### src/rtl/pc_branch_sequencer.sv
// pc_branch_sequencer
//   Owns the fetch program counter and sequences control-flow changes.
//   A resolved branch or jump from execute redirects the PC to the target
//   and raises flush for FLUSH_CYCLES cycles so the wrong-path instructions
//   already in IF/ID and ID/EX are killed. Stall holds the PC, halt freezes
//   the core until reset, and a saturating counter tallies accepted redirects.
//
// Ports
//   clk            rising-edge clock
//   reset          asynchronous, active-high reset
//   stall          hold PC this cycle (RUN only)
//   branch_enable  conditional branch resolved taken
//   jump           unconditional JAL/JALR redirect
//   target         redirect destination (bit 0 forced to 0 on load)
//   halt           ECALL/EBREAK retire: freeze the core
//   pc             current fetch address (registered)
//   pc_plus4       pc + 4, combinational, wraps modulo 2^XLEN
//   flush          kill wrong-path pipeline contents (registered state)
//   misaligned     sticky: an accepted redirect had target[1]=1
//   halted         high while in HALTED
//   taken_count    accepted redirects, saturating
module pc_branch_sequencer #(
  parameter int              XLEN         = 32,
  parameter logic [XLEN-1:0] RESET_PC     = '0,
  parameter int              FLUSH_CYCLES = 2,
  parameter int              CNT_W        = 16
) (
  input  logic             clk,
  input  logic             reset,
  input  logic             stall,
  input  logic             branch_enable,
  input  logic             jump,
  input  logic [XLEN-1:0]  target,
  input  logic             halt,
  output logic [XLEN-1:0]  pc,
  output logic [XLEN-1:0]  pc_plus4,
  output logic             flush,
  output logic             misaligned,
  output logic             halted,
  output logic [CNT_W-1:0] taken_count
);

  typedef enum logic [1:0] {
    S_RUN    = 2'd0,
    S_FLUSH  = 2'd1,
    S_HALTED = 2'd2
  } state_t;

  state_t           state_q, state_d;
  logic [XLEN-1:0]  pc_q, pc_d;
  logic [2:0]       fcnt_q, fcnt_d;
  logic [CNT_W-1:0] taken_q, taken_d;
  logic             mis_q, mis_d;
  logic             redirect;

  assign redirect = branch_enable | jump;
  assign pc_plus4 = pc_q + XLEN'(4);

  always_ff @(posedge clk or posedge reset) begin
    if (reset) begin
      state_q <= S_RUN;
      pc_q    <= RESET_PC;
      fcnt_q  <= '0;
      taken_q <= '0;
      mis_q   <= 1'b0;
    end else begin
      state_q <= state_d;
      pc_q    <= pc_d;
      fcnt_q  <= fcnt_d;
      taken_q <= taken_d;
      mis_q   <= mis_d;
    end
  end

  always_comb begin
    state_d = state_q;
    pc_d    = pc_q;
    fcnt_d  = fcnt_q;
    taken_d = taken_q;
    mis_d   = mis_q;
    unique case (state_q)
      S_RUN: begin
        // halt beats redirect, redirect beats stall
        if (halt) begin
          state_d = S_HALTED;
        end else if (redirect) begin
          pc_d    = {target[XLEN-1:1], 1'b0};
          state_d = S_FLUSH;
          // Counter holds the number of flush cycles still to come after
          // the first one, so the pulse is exactly FLUSH_CYCLES wide.
          fcnt_d  = 3'(FLUSH_CYCLES - 1);
          if (!(&taken_q)) taken_d = taken_q + CNT_W'(1);
          if (target[1]) mis_d = 1'b1;
        end else if (!stall) begin
          pc_d = pc_plus4;
        end
      end
      S_FLUSH: begin
        // Redirect requests here come from wrong-path instructions and
        // stall is meaningless while the pipe is being killed.
        if (halt) begin
          state_d = S_HALTED;
        end else begin
          pc_d = pc_plus4;
          if (fcnt_q == 3'd0) state_d = S_RUN;
          else                fcnt_d  = fcnt_q - 3'd1;
        end
      end
      S_HALTED: begin
        // frozen until reset
      end
      default: state_d = S_RUN;
    endcase
  end

  assign pc          = pc_q;
  assign flush       = (state_q == S_FLUSH);
  assign halted      = (state_q == S_HALTED);
  assign misaligned  = mis_q;
  assign taken_count = taken_q;

endmodule

### config.mk
export PLATFORM = sky130hd
export DESIGN_NAME = pc_branch_sequencer
export DESIGN_NICKNAME = d
export VERILOG_FILES = /design/src/rtl/pc_branch_sequencer.sv
export SDC_FILE = /design/constraint.sdc
export NUM_CORES = 1
export LEC_CHECK = 0
export ABC_CLOCK_PERIOD_IN_PS = 3000
export BUFFER_PORTS_ARGS = -buffer_cell sky130_fd_sc_hd__buf_2
export CORE_UTILIZATION = 54
export DETAILED_ROUTE_END_ITERATION = 8
export PLACE_DENSITY = 0.82
export SYNTH_ARGS = -nofsm -noshare
export SYNTH_HDL_FRONTEND = slang
export SYNTH_SLANG_ARGS = --single-unit
### constraint.sdc
create_clock -name clk -period 3 [get_ports clk]
set_input_delay 0.45 -clock clk [delete_from_list [all_inputs] [get_ports clk]]
set_output_delay 0.45 -clock clk [all_outputs]
set_load 0.005 [all_outputs]
==> results of run 1 <==
==> cells by family after synthesis <==
family / Yosys count
DFF: 53
other: 1
muxes: 3
AOI/OAI and AO/OA: 91
and+or+nand+nor: 136
xor gates and xnor gates: 43
adders and majority gates: 4
buffers and inverters: 32
==> routing by layer <==
metal,GRT usage (%),up-vias,part of all wire [%]
met4,7.679,0,1.5
met1,35.07,1495,43
met3,5.143,12,6.6
met5,0,-,0
met2,46.07,120,49
li1,-,1533,-
==> power groups by stage <==
stage | combinational [uW] | sequential (uW) | clock (uW)
floorplan | 685 | 1280 | 0
global placement | 1170 | 1340 | 0
detailed placement | 1200 | 1360 | 0
CTS | 1200 | 1350 | 408
global route | 1340 | 1410 | 446
finish | 1200 | 1360 | 405
==> what timing repair did <==
action | in CTS | in global routing
gates resized for setup | 0 | 1
buffers inserted | 0 | 1
setup endpoints to repair | 0 | 7
hold buffers | 0 | 0
==> per-stage QoR <==
step	hold slack, ns	total power (uW)
final	0.05335	2961
after global routing	0.06627	3197
after global placement	0.3947	2510
after CTS	0.06486	2961
after detailed placement	0.4011	2562
after floorplan	0.4567	1960
==> flip-flops by register name (all words and copies together) (netlist names) <==
register     count
pc              31
fcnt_q           3
state_q          2
misaligned       1
taken_count     16
==> worst min path at each step <==
stage,from,to,slack (ns)
after floorplan,fcnt_q[0],fcnt_q[0],0.46
after CTS,reset,taken_count[5],0.06
after global routing,reset,taken_count[5],0.07
after global placement,reset,taken_count[3],0.39
after detailed placement,reset,taken_count[5],0.40
final,reset,taken_count[5],0.05
==> layout make-up <==
type,instances,area share [%]
Clock inverter,2,0.3724
Tap cell,72,2.235
Sequential cell,53,32.90
Clock buffer,6,1.800
Inverter,10,0.9311
Timing Repair Buffer,126,16.20
Multi-Input combinational cell,279,45.56
==> cells in the final DEF, fill, tap and decap left out, types with 3 or more instances in the layout <==
master	instances
nor4_4	4
nand2b_1	3
buf_2	117
xnor2_1	34
nor3_1	7
xor2_1	9
nor2_1	20
nand3_1	18
inv_1	9
ha_1	4
nand4_1	14
o21ai_0	12
dfrtp_1	53
buf_4	9
o22a_1	5
nand2_1	49
clkbuf_8	5
a21oi_1	26
mux2_2	3
o22ai_1	18
and3_1	7
a2bb2oi_1	17
==> impl_results.md, run 1 <==
- Cell-internal power: 1766 uW
- Post-Synth Adder-Cell Area: 1.531%
- Top cells by area, synth: dfrtp_1, xnor2_1, nand2_1, a2bb2oi_1, a21oi_1
- Max Cap Viol: 0
- Reg2reg path depth: 6
- Post-synthesis cell type count: 47
- Crit path capture: pc_plus4[20]
- RD Place Congestion: 0.8704
- Hold Violations, Final: 0
- Outcome: finished, final reports clean
- Cell Chain, Critical Path: ha_1 -> nand3_2 -> nor4_4 -> buf_4 -> nand4_1 -> xnor2_1 -> buf_2
- Fin crit share: 92.79%
- Fmax: 359.2 MHz
- Crit path time final: 2.784 ns
- CTS tree: built
- Reg-to-Reg Start: pc[4]
- NetSw: 1194 uW
- Post-synthesis register bit count: 53
- Layout Nets: 517
- Top FF cell, synth: dfrtp_1
- Synth Warn #: 0
- Placed insts: 539
- Hold WC Path Type: input pin to async pin
- RSZ-0062 raised after global routing: no
- Mapped cell area: 3268 um2
- CP Capture Type: output port
- Worst vdd ir: 0.3909 mV
- Overflow after GRT: 0
- Crit-path max cell delay: 0.49 ns
- # port buffers: 117
- Post-synth EDFFs: 0
- Asr flop ratio synth: 100.0%
- Core ar.: 5675 um2
- Setup Total Neg Slack: 0 ns
- H-Tree Depth: 2
- Vias in the first global route: 2886
- Final wirelength: 8286 um
- Fill count: 445
- Worst r2r dst: pc[21]
- Total global routing track utilization: 27.10%
- Avg Inst Size Synth: 9.003 um2
- Clk_lat worst skew: 0.31 ns
- Final non-filler cell total: 548
- Sequential fraction of the synthesis area: 40.58%
- Static Leak: 0.001825 uW
- Drt drc: 0
- Critical Path RT: 2.55 ns
- Clk buf depth: 2
- Flop2flop setup slack: 0.84 ns
- Multi-input logic area: 1837 um2
- Design Area, Final: 4031 um2
- Largest family of logic cells by synthesized area: simple AND/OR/NAND/NOR gates
- Slew Limit Fails: 0
- PwrDens: 734.4 nW/um2
- Sequential cell area: 1326 um2
- Cts bufs inserted: 5
- Fin util: 71.03%
- Max_slew headroom: 34.37%
- Share of the synthesized area in the top cell type: 40.58%
- Die H: 79.80 um
- Worst Tran Pin Value: 0.9808 ns
- Worst setup path start: pc[2]
- ANT cells: 0
- Worst-path clk slew: 0.10 ns
- Reg power frac: 45.9%
- Comb pwr share: 40.5%
- Layout Area Growth over Synthesis: 23.35%
- Setup Crit Path Kind: register to output port
- Maximum fanout along the worst path: 8
- Fraction of layout instances using a drive strength above 1: 31.51%
- Boundary Pins: 121
- Drt wl/cell: 15.12 um
- CTS root buf: clkbuf_8
- Starting DRC count in detailed routing: 248
- Placed inst area: 3931 um2
- Slowest CP cell: dfrtp_1
- Row cnt: 27
- Initial antenna violation count: 0
- CP arrival: 2.33 ns
- Post-Route Skew: 0.008767 ns
- Die area: 6367 um2
- CP delay by family, top: simple AND/OR/NAND/NOR gates
- Pre-CTS setup slack: 0.4902 ns
- Largest net degree at the start of global routing: 37
- Setup violators final: 0
- Setup ws final: 0.2162 ns
- Cells after synthesis: 363
- Die width: 79.80 um
- Antenna viol nets, final: 0
- Detailed placement HPWL: 6036 um
- Initial Util: 57.58%
- Complex-gate fraction of the synthesized area: 18.38%
- Global-route wire length before repair: 13500 um
- Via density: 5.766
- Synth top cells by count: dfrtp_1, nand2_1, xnor2_1
- Count leader, synth: dfrtp_1
- Startpoint types: register
- Mux contribution to synthesized area: 1.034%
- Synth area leader: dfrtp_1
- Clock share of power: 13.7%
- Post-Synth XOR/XNOR Area: 11.52%
- Sw Share: 40.34%
- # clock sinks: 53
- DR vias: 3160
- Drt pass-1 iters: 4
- Simple-gate portion of the synthesized area: 22.47%
- Crit path depth: 7
- Buf/Inv on CP: 2
No activity file was read; power rests on OpenSTA's default activity.
==> inputs of run 2 (changes only) <==
--- a/config.mk
+++ b/config.mk
@@ -7,7 +7,9 @@
 export LEC_CHECK = 0
 export ABC_CLOCK_PERIOD_IN_PS = 3000
 export BUFFER_PORTS_ARGS = -buffer_cell sky130_fd_sc_hd__buf_2
-export CORE_UTILIZATION = 54
+export CELL_PAD_IN_SITES_DETAIL_PLACEMENT = 1
+export CELL_PAD_IN_SITES_GLOBAL_PLACEMENT = 1
+export CORE_UTILIZATION = 39
 export DETAILED_ROUTE_END_ITERATION = 8
 export PLACE_DENSITY = 0.82
 export SYNTH_ARGS = -nofsm -noshare
==> run 2 against run 1 <==
Compared with the run above: critical path depth is the same; clock power is essentially flat; cell count grew 5.5%; global-route usage shrank 5.2 points; cell area grew 0.16%; sequential power is essentially flat; non-clock buffer count shrank 3; first-iteration DRC count shrank 59%; die area grew 37%; register-to-register slack is essentially flat; sequential share of layout area shrank 0.051 points; largest cell class unchanged; largest power group unchanged.
==> impl_results.md, run 2 (synthesized netlist as in run 1, its figures left out) <==
- Startpoint types: register
- Drt pass-1 iters: 4 (unchanged)
- Crit path time final: 2.828 ns (+0.04391 ns)
- Overflow after GRT: 0 (unchanged)
- Largest net degree at the start of global routing: 43 (+16%)
- Hold WC Path Type: input pin to async pin
- Max_slew headroom: 27.97% (-6.4 points)
- Fill count: 1018 (+130%)
- Worst Tran Pin Value: 1.077 ns (+0.09575 ns)
- Setup Crit Path Kind: register to output port
- # clock sinks: 53 (unchanged)
- Core ar.: 8175 um2 (+44%)
- RSZ-0062 raised after global routing: no
- Fin crit share: 94.26% (+1.5 points)
- Drt wl/cell: 16.41 um (+8.5%)
- Critical Path RT: 2.55 ns (about the same)
- Worst-path clk slew: 0.10 ns (about the same)
- Initial Util: 39.98% (-18 points)
- Static Leak: 0.001812 uW (-0.73%)
- PwrDens: 735.8 nW/um2 (+0.20%)
- Slew Limit Fails: 0 (unchanged)
- CP arrival: 2.38 ns (+0.05 ns)
- CP Capture Type: output port
- Clk buf depth: 2 (unchanged)
- Hold Violations, Final: 0 (unchanged)
- Setup violators final: 0 (unchanged)
- Most common cell after layout, fill and taps aside: buf_2
- Drt drc: 0 (unchanged)
- Final wirelength: 9486 um (+14%)
- # port buffers: 117 (unchanged)
- Die H: 93.54 um (+17%)
- CTS root buf: clkbuf_8
- Global-route wire length before repair: 15240 um (+13%)
- Setup Total Neg Slack: 0 ns (unchanged)
- Worst vdd ir: 0.3840 mV (-1.8%)
- Commonest non-fill, non-tap cells in the layout: buf_2, dfrtp_1, nand2_1
- Number of flip-flops in the largest register: 31 (unchanged)
- Die area: 8750 um2 (+37%)
- H-Tree Depth: 2 (unchanged)
- Cts bufs inserted: 5 (unchanged)
- Detailed placement HPWL: 6923 um (+15%)
- Antenna viol nets, final: 0 (unchanged)
- Design Area, Final: 4038 um2 (+0.16%)
- Row cnt: 33 (+22%)
- Boundary Pins: 121 (unchanged)
- DR vias: 3197 (+1.2%)
- Vias in the first global route: 3142 (+8.9%)
- ANT cells: 0 (unchanged)
- Fraction of layout instances using a drive strength above 1: 30.44% (-1.1 points)
- Total global routing track utilization: 21.94% (-5.2 points)
- Post-Route Skew: 0.01165 ns (+0.002881 ns)
- Starting DRC count in detailed routing: 101 (-59%)
- CTS tree: built
- Layout Nets: 514 (-0.58%)
- Initial antenna violation count: 0 (unchanged)
- Placed inst area: 3950 um2 (+0.48%)
- Via density: 5.531 (-4.1%)
- Outcome: finished, final reports clean
- Fmax: 353.6 MHz (-1.6%)
- Clk_lat worst skew: 0.32 ns (about the same)
- RD Place Congestion: 0.7990 (-8.2%)
- Max Cap Viol: 0 (unchanged)
- Post-cts sizing count: 0 (unchanged)
- Die width: 93.54 um (+17%)
- Layout Area Growth over Synthesis: 23.55%
- Maximum fanout along the worst path: 8 (unchanged)
-- run 2: stage by stage --
stage | power, uW | cells | worst slack, ns | hold slack (ns) | utilization (%)
floorplan | 1960 | 364 | 0.8937 | 0.4567 | -
global placement | 2530 | 569 | 0.5162 | 0.4160 | 48.32
detailed placement | 2585 | 569 | 0.4699 | 0.4287 | 48.32
CTS | 2999 | 577 | 0.1137 | 0.08243 | 49.30
global route | 3197 | 578 | 0.002525 | 0.1010 | 49.39
finish | 2971 | 578 | 0.1723 | 0.07979 | 49.39
-- run 2: repair_timing --
item,in CTS,in global routing
hold buffers,0,0
setup endpoints to repair,0,2
setup buffers,0,1
-- run 2: routing by layer --
metal	global-route usage [%]	share of wire [%]
met5	0	0
met4	5.769	1.2
met3	4.634	5.2
met2	37.32	49
met1	28.15	45
-- run 2: path summary, 6_finish.rpt --
| path | cells past startpoint | slack (ns) | to | startpoint |
|---|---|---|---|---|
| max | 7 | 0.17 | pc_plus4[28] | pc[2] |
| min | 2 | 0.08 | pc[24] | reset |
| max reg2reg | 6 | 0.83 | pc[15] | state_q[1] |
| min reg2reg | 1 | 0.47 | misaligned | misaligned |
| max in group asynchronous | 3 | 2.07 | fcnt_q[2] | reset |
| min in group clk | 3 | 0.37 | pc[2] | target[2] |
-- run 2: where the power goes --
group | switching (uW) | internal [uW] | total, uW | leakage, uW
logic | 556 | 651 | 1210 | 0.00114
registers | 413 | 947 | 1360 | 0.000634
clock network | 237 | 167 | 404 | 0.0000395
total | 1210 | 1760 | 2970 | 0.00181
-- run 2: area by class of cell --
type / count / area (um2) / area share, %
inverters: 10 / 37.54 / 0.9297
multi-input cells: 279 / 1832 / 45.37
flip-flops and latches: 53 / 1326 / 32.85
clock buffers: 8 / 80.08 / 1.983
well taps: 105 / 131.4 / 3.254
repair buffers: 123 / 630.6 / 15.62
-- run 2: critical path, stage by stage, from the launching register on --
cell	delay [ns]
dfrtp_1	0.49
ha_1	0.29
nand3_1	0.27
nor4_4	0.28
buf_4	0.21
nand4_1	0.18
xnor2_1	0.19
buf_2	0.15
==> inputs of run 3 (changes only) <==
--- a/config.mk
+++ b/config.mk
@@ -5,11 +5,13 @@
 export SDC_FILE = /design/constraint.sdc
 export NUM_CORES = 1
 export LEC_CHECK = 0
+export ABC_AREA = 1
 export ABC_CLOCK_PERIOD_IN_PS = 3000
 export BUFFER_PORTS_ARGS = -buffer_cell sky130_fd_sc_hd__buf_2
 export CELL_PAD_IN_SITES_DETAIL_PLACEMENT = 1
 export CELL_PAD_IN_SITES_GLOBAL_PLACEMENT = 1
-export CORE_UTILIZATION = 39
+export CORE_UTILIZATION = 38
+export CTS_BUF_LIST = sky130_fd_sc_hd__clkbuf_16
 export DETAILED_ROUTE_END_ITERATION = 8
 export PLACE_DENSITY = 0.82
 export SYNTH_ARGS = -nofsm -noshare
==> run 3 against run 2 <==
Compared with the run above: wire length up 20%; sequential power down 4%; maximum frequency up 21%; first-iteration DRC count up 9.9%; flip-flop and latch count unchanged; cell count up 39%; global-route usage up 1.5 points; highest routed layer unchanged.
==> impl_results.md, run 3 <==
- Drt drc: 0 (unchanged)
- Total global routing track utilization: 23.40% (+1.5 points)
- Final wirelength: 11400 um (+20%)
- Synth area leader: dfrtp_1
- Placed inst area: 4382 um2 (+11%)
- Met2 global-route usage: 43.17% (+5.9 points)
- Fin crit share: 77.64% (-17 points)
- Outcome: finished, final reports clean
- Synth Warn #: 0 (unchanged)
- Startpoint types: register
- Crit path depth: 7 (unchanged)
- Setup violators final: 0 (unchanged)
- Top cells by area, synth: dfrtp_1, nand2_1, nor2_1, inv_1, nand3_1
- Fmax: 429.3 MHz (+21%)
- Crit path time final: 2.329 ns (-0.4986 ns)
- Largest net degree at the start of global routing: 54 (+26%)
- Global-route wire length before repair: 18990 um (+25%)
- Max_slew headroom: 48.20% (+20 points)
- Critical Path RT: 2.55 ns (about the same)
- Initial antenna violation count: 1 (+1)
- Cells after synthesis: 563 (+55%)
- Post-synth EDFFs: 0 (unchanged)
- Met1 Use GR: 28.87% (+0.72 points)
- Slowest CP cell: dfrtp_1
- # port buffers: 117 (unchanged)
- Static Leak: 0.002416 uW (+33%)
- # clock sinks: 53 (unchanged)
- Top Usage Layer GRT: met2
- Buf/Inv on CP: 1 (-1)
- Die area: 10250 um2 (+17%)
- Row cnt: 35 (+6.1%)
- Core ar.: 9371 um2 (+15%)
- Hold Violations, Final: 0 (unchanged)
- Die H: 101.2 um (+8.2%)
- Die width: 101.2 um (+8.2%)
- Overflow after GRT: 0 (unchanged)
- Vias in the first global route: 3921 (+25%)
- DR vias: 3893 (+22%)
- Fraction of layout instances using a drive strength above 1: 23.89% (-6.6 points)
- Boundary Pins: 121 (unchanged)
- Met3 Usage GRT: 3.313% (-1.3 points)
- Sequential fraction of the synthesis area: 35.44% (-5.1 points)
- Share of the synthesized area in the top cell type: 35.44% (-5.1 points)
- CP delay by family, top: simple AND/OR/NAND/NOR gates
- Clock share of power: 17.0% (+3.4 points)
- Pre-CTS setup slack: 0.9451 ns (+0.4751 ns)
- Reg2reg path depth: 8 (+2)
- Post-synthesis cell type count: 31 (-34%)
- Layout Nets: 715 (+39%)
- Clk buf depth: 2 (unchanged)
- Setup Total Neg Slack: 0 ns (unchanged)
- Cell Chain, Critical Path: ha_1 -> nand2_2 -> nor2_4 -> nand3_1 -> o21ai_0 -> nand2_1 -> buf_2
- Drt pass-1 iters: 4 (unchanged)
- Worst vdd ir: 0.3386 mV (-12%)
- CP Capture Type: output port
- H-Tree Depth: 2 (unchanged)
- Maximum fanout along the worst path: 4 (-4)
- Setup Crit Path Kind: register to output port
- Post-CTS Setup Bufs: 0 (unchanged)
- Sw Share: 44.39% (+3.8 points)
- Top FF cell, synth: dfrtp_1
- Mapped cell area: 3742 um2 (+15%)
- Hold bufs inserted after CTS: 0 (unchanged)
- Layout Area Growth over Synthesis: 21.03%
- Reg power frac: 37.7% (-8.0 points)
- PwrDens: 763.9 nW/um2 (+3.8%)
- Most common cell after layout, fill and taps aside: nand2_1
- ANT cells: 0 (unchanged)
- CTS tree: built
- CTS root buf: clkbuf_16
- Setup ws final: 0.6709 ns (+0.4986 ns)
- Cell-internal power: 1924 uW (+9.0%)
- Initial Util: 39.93% (-0.042 points)
- Comb pwr share: 45.3% (+4.6 points)
- Synth top cells by count: nand2_1, nor2_1, inv_1
- Count leader, synth: nand2_1
- Commonest non-fill, non-tap cells in the layout: nand2_1, buf_2, nor2_1
- Starting DRC count in detailed routing: 111 (+9.9%)
- NetSw: 1536 uW (+27%)
- Max Cap Viol: 0 (unchanged)
- Slew Limit Fails: 0 (unchanged)
- Hold WC Path Type: input pin to async pin
- Avg Inst Size Synth: 6.647 um2 (-26%)
- Asr flop ratio synth: 100.0% (unchanged)
- Crit-path max cell delay: 0.40 ns (-0.09 ns)
- Design Area, Final: 4529 um2 (+12%)
- Clk_lat worst skew: 0.29 ns (-0.03 ns)
- Via density: 4.848 (-12%)
- Post-synthesis register bit count: 53 (unchanged)
- CP arrival: 1.88 ns (-0.50 ns)
- Worst Tran Pin Value: 0.7758 ns (-0.3007 ns)
- Detailed placement HPWL: 8874 um (+28%)
- Antenna viol nets, final: 0 (unchanged)
- Post-Route Skew: 0.006424 ns (-0.005225 ns)
- RSZ-0062 raised after global routing: no
- Drt wl/cell: 14.20 um (-13%)
- Cts bufs inserted: 5 (unchanged)
- RD Place Congestion: 0.8191 (+2.5%)
- Worst-path clk slew: 0.08 ns (-0.02 ns)
- Number of flip-flops in the largest register: 31 (unchanged)
- Post-cts sizing count: 0 (unchanged)
run 3: cell types whose count changed after synthesis, moves of 8 or more:
cell       delta
clkbuf_1     -13
nor2_2        +8
nor2_1       +59
inv_1        +46
o22ai_1      -13
nand2_1     +158
nand3_1      +14
nand4_1       -8
xnor2_1      -26
a2bb2oi_1    -17
run 3: logic make-up (layout without fill, tap and decap cells):
kind of cell	count (synthesis)	count (layout)	synth area share, %
flops	53	53	35.44
other cells	1	2	0.1002
fa+ha+maj	4	4	1.337
compound gates	50	50	7.189
simple gates	360	360	42.09
buf+inv	76	186	9.394
xor+xnor	19	19	4.447
run 3: path summary, 6_finish.rpt:
kind                           endpoint  startpoint  slack, ns
min reg2reg                  misaligned  misaligned       0.47
min in group clk                  pc[1]   target[1]       0.43
max                        pc_plus4[20]       pc[3]       0.67
max in group asynchronous        pc[11]       reset       2.16
min                          misaligned       reset       0.34
max reg2reg                      pc[20]  state_q[0]       1.08
run 3: cell type report:
cell class / instances / area (um2)
multi-input combinational: 435 / 2068
fill: 1326 / 4842
timing repair buffer: 120 / 608.1
clock inverter: 3 / 22.52
tap: 129 / 161.4
clock buffer: 5 / 125.1
inverter: 58 / 217.7
sequential: 53 / 1326
run 3: power by group through the flow:
stage | sequential [uW] | clock, uW | combinational [uW]
finish | 1310 | 589 | 1570
global route | 1360 | 636 | 1770
CTS | 1310 | 611 | 1590
detailed placement | 1320 | 0 | 1580
global placement | 1310 | 0 | 1520
floorplan | 1260 | 0 | 899
run 3: tightest hold or removal path: cells and delay by family:
kind     cells  cell delay, ns
buf+inv      3            0.69
run 3: metrics by stage:
step | hold slack [ns] | total power [uW] | utilization (%) | cells
2_1_floorplan | 0.4488 | 2157 | - | 564
3_3_place_gp | 0.4464 | 2821 | 46.76 | 795
3_5_place_dp | 0.4458 | 2894 | 46.76 | 795
4_1_cts | 0.3781 | 3505 | 48.33 | 803
5_1_grt | 0.4170 | 3773 | 48.33 | 803
6_report | 0.3421 | 3460 | 48.33 | 803
run 3: metal layers:
metal / routed length, um / share of wire (%)
met5: 0 / 0
met3: 433 / 3.8
met4: 135 / 1.2
met2: 5749 / 50
met1: 5082 / 45
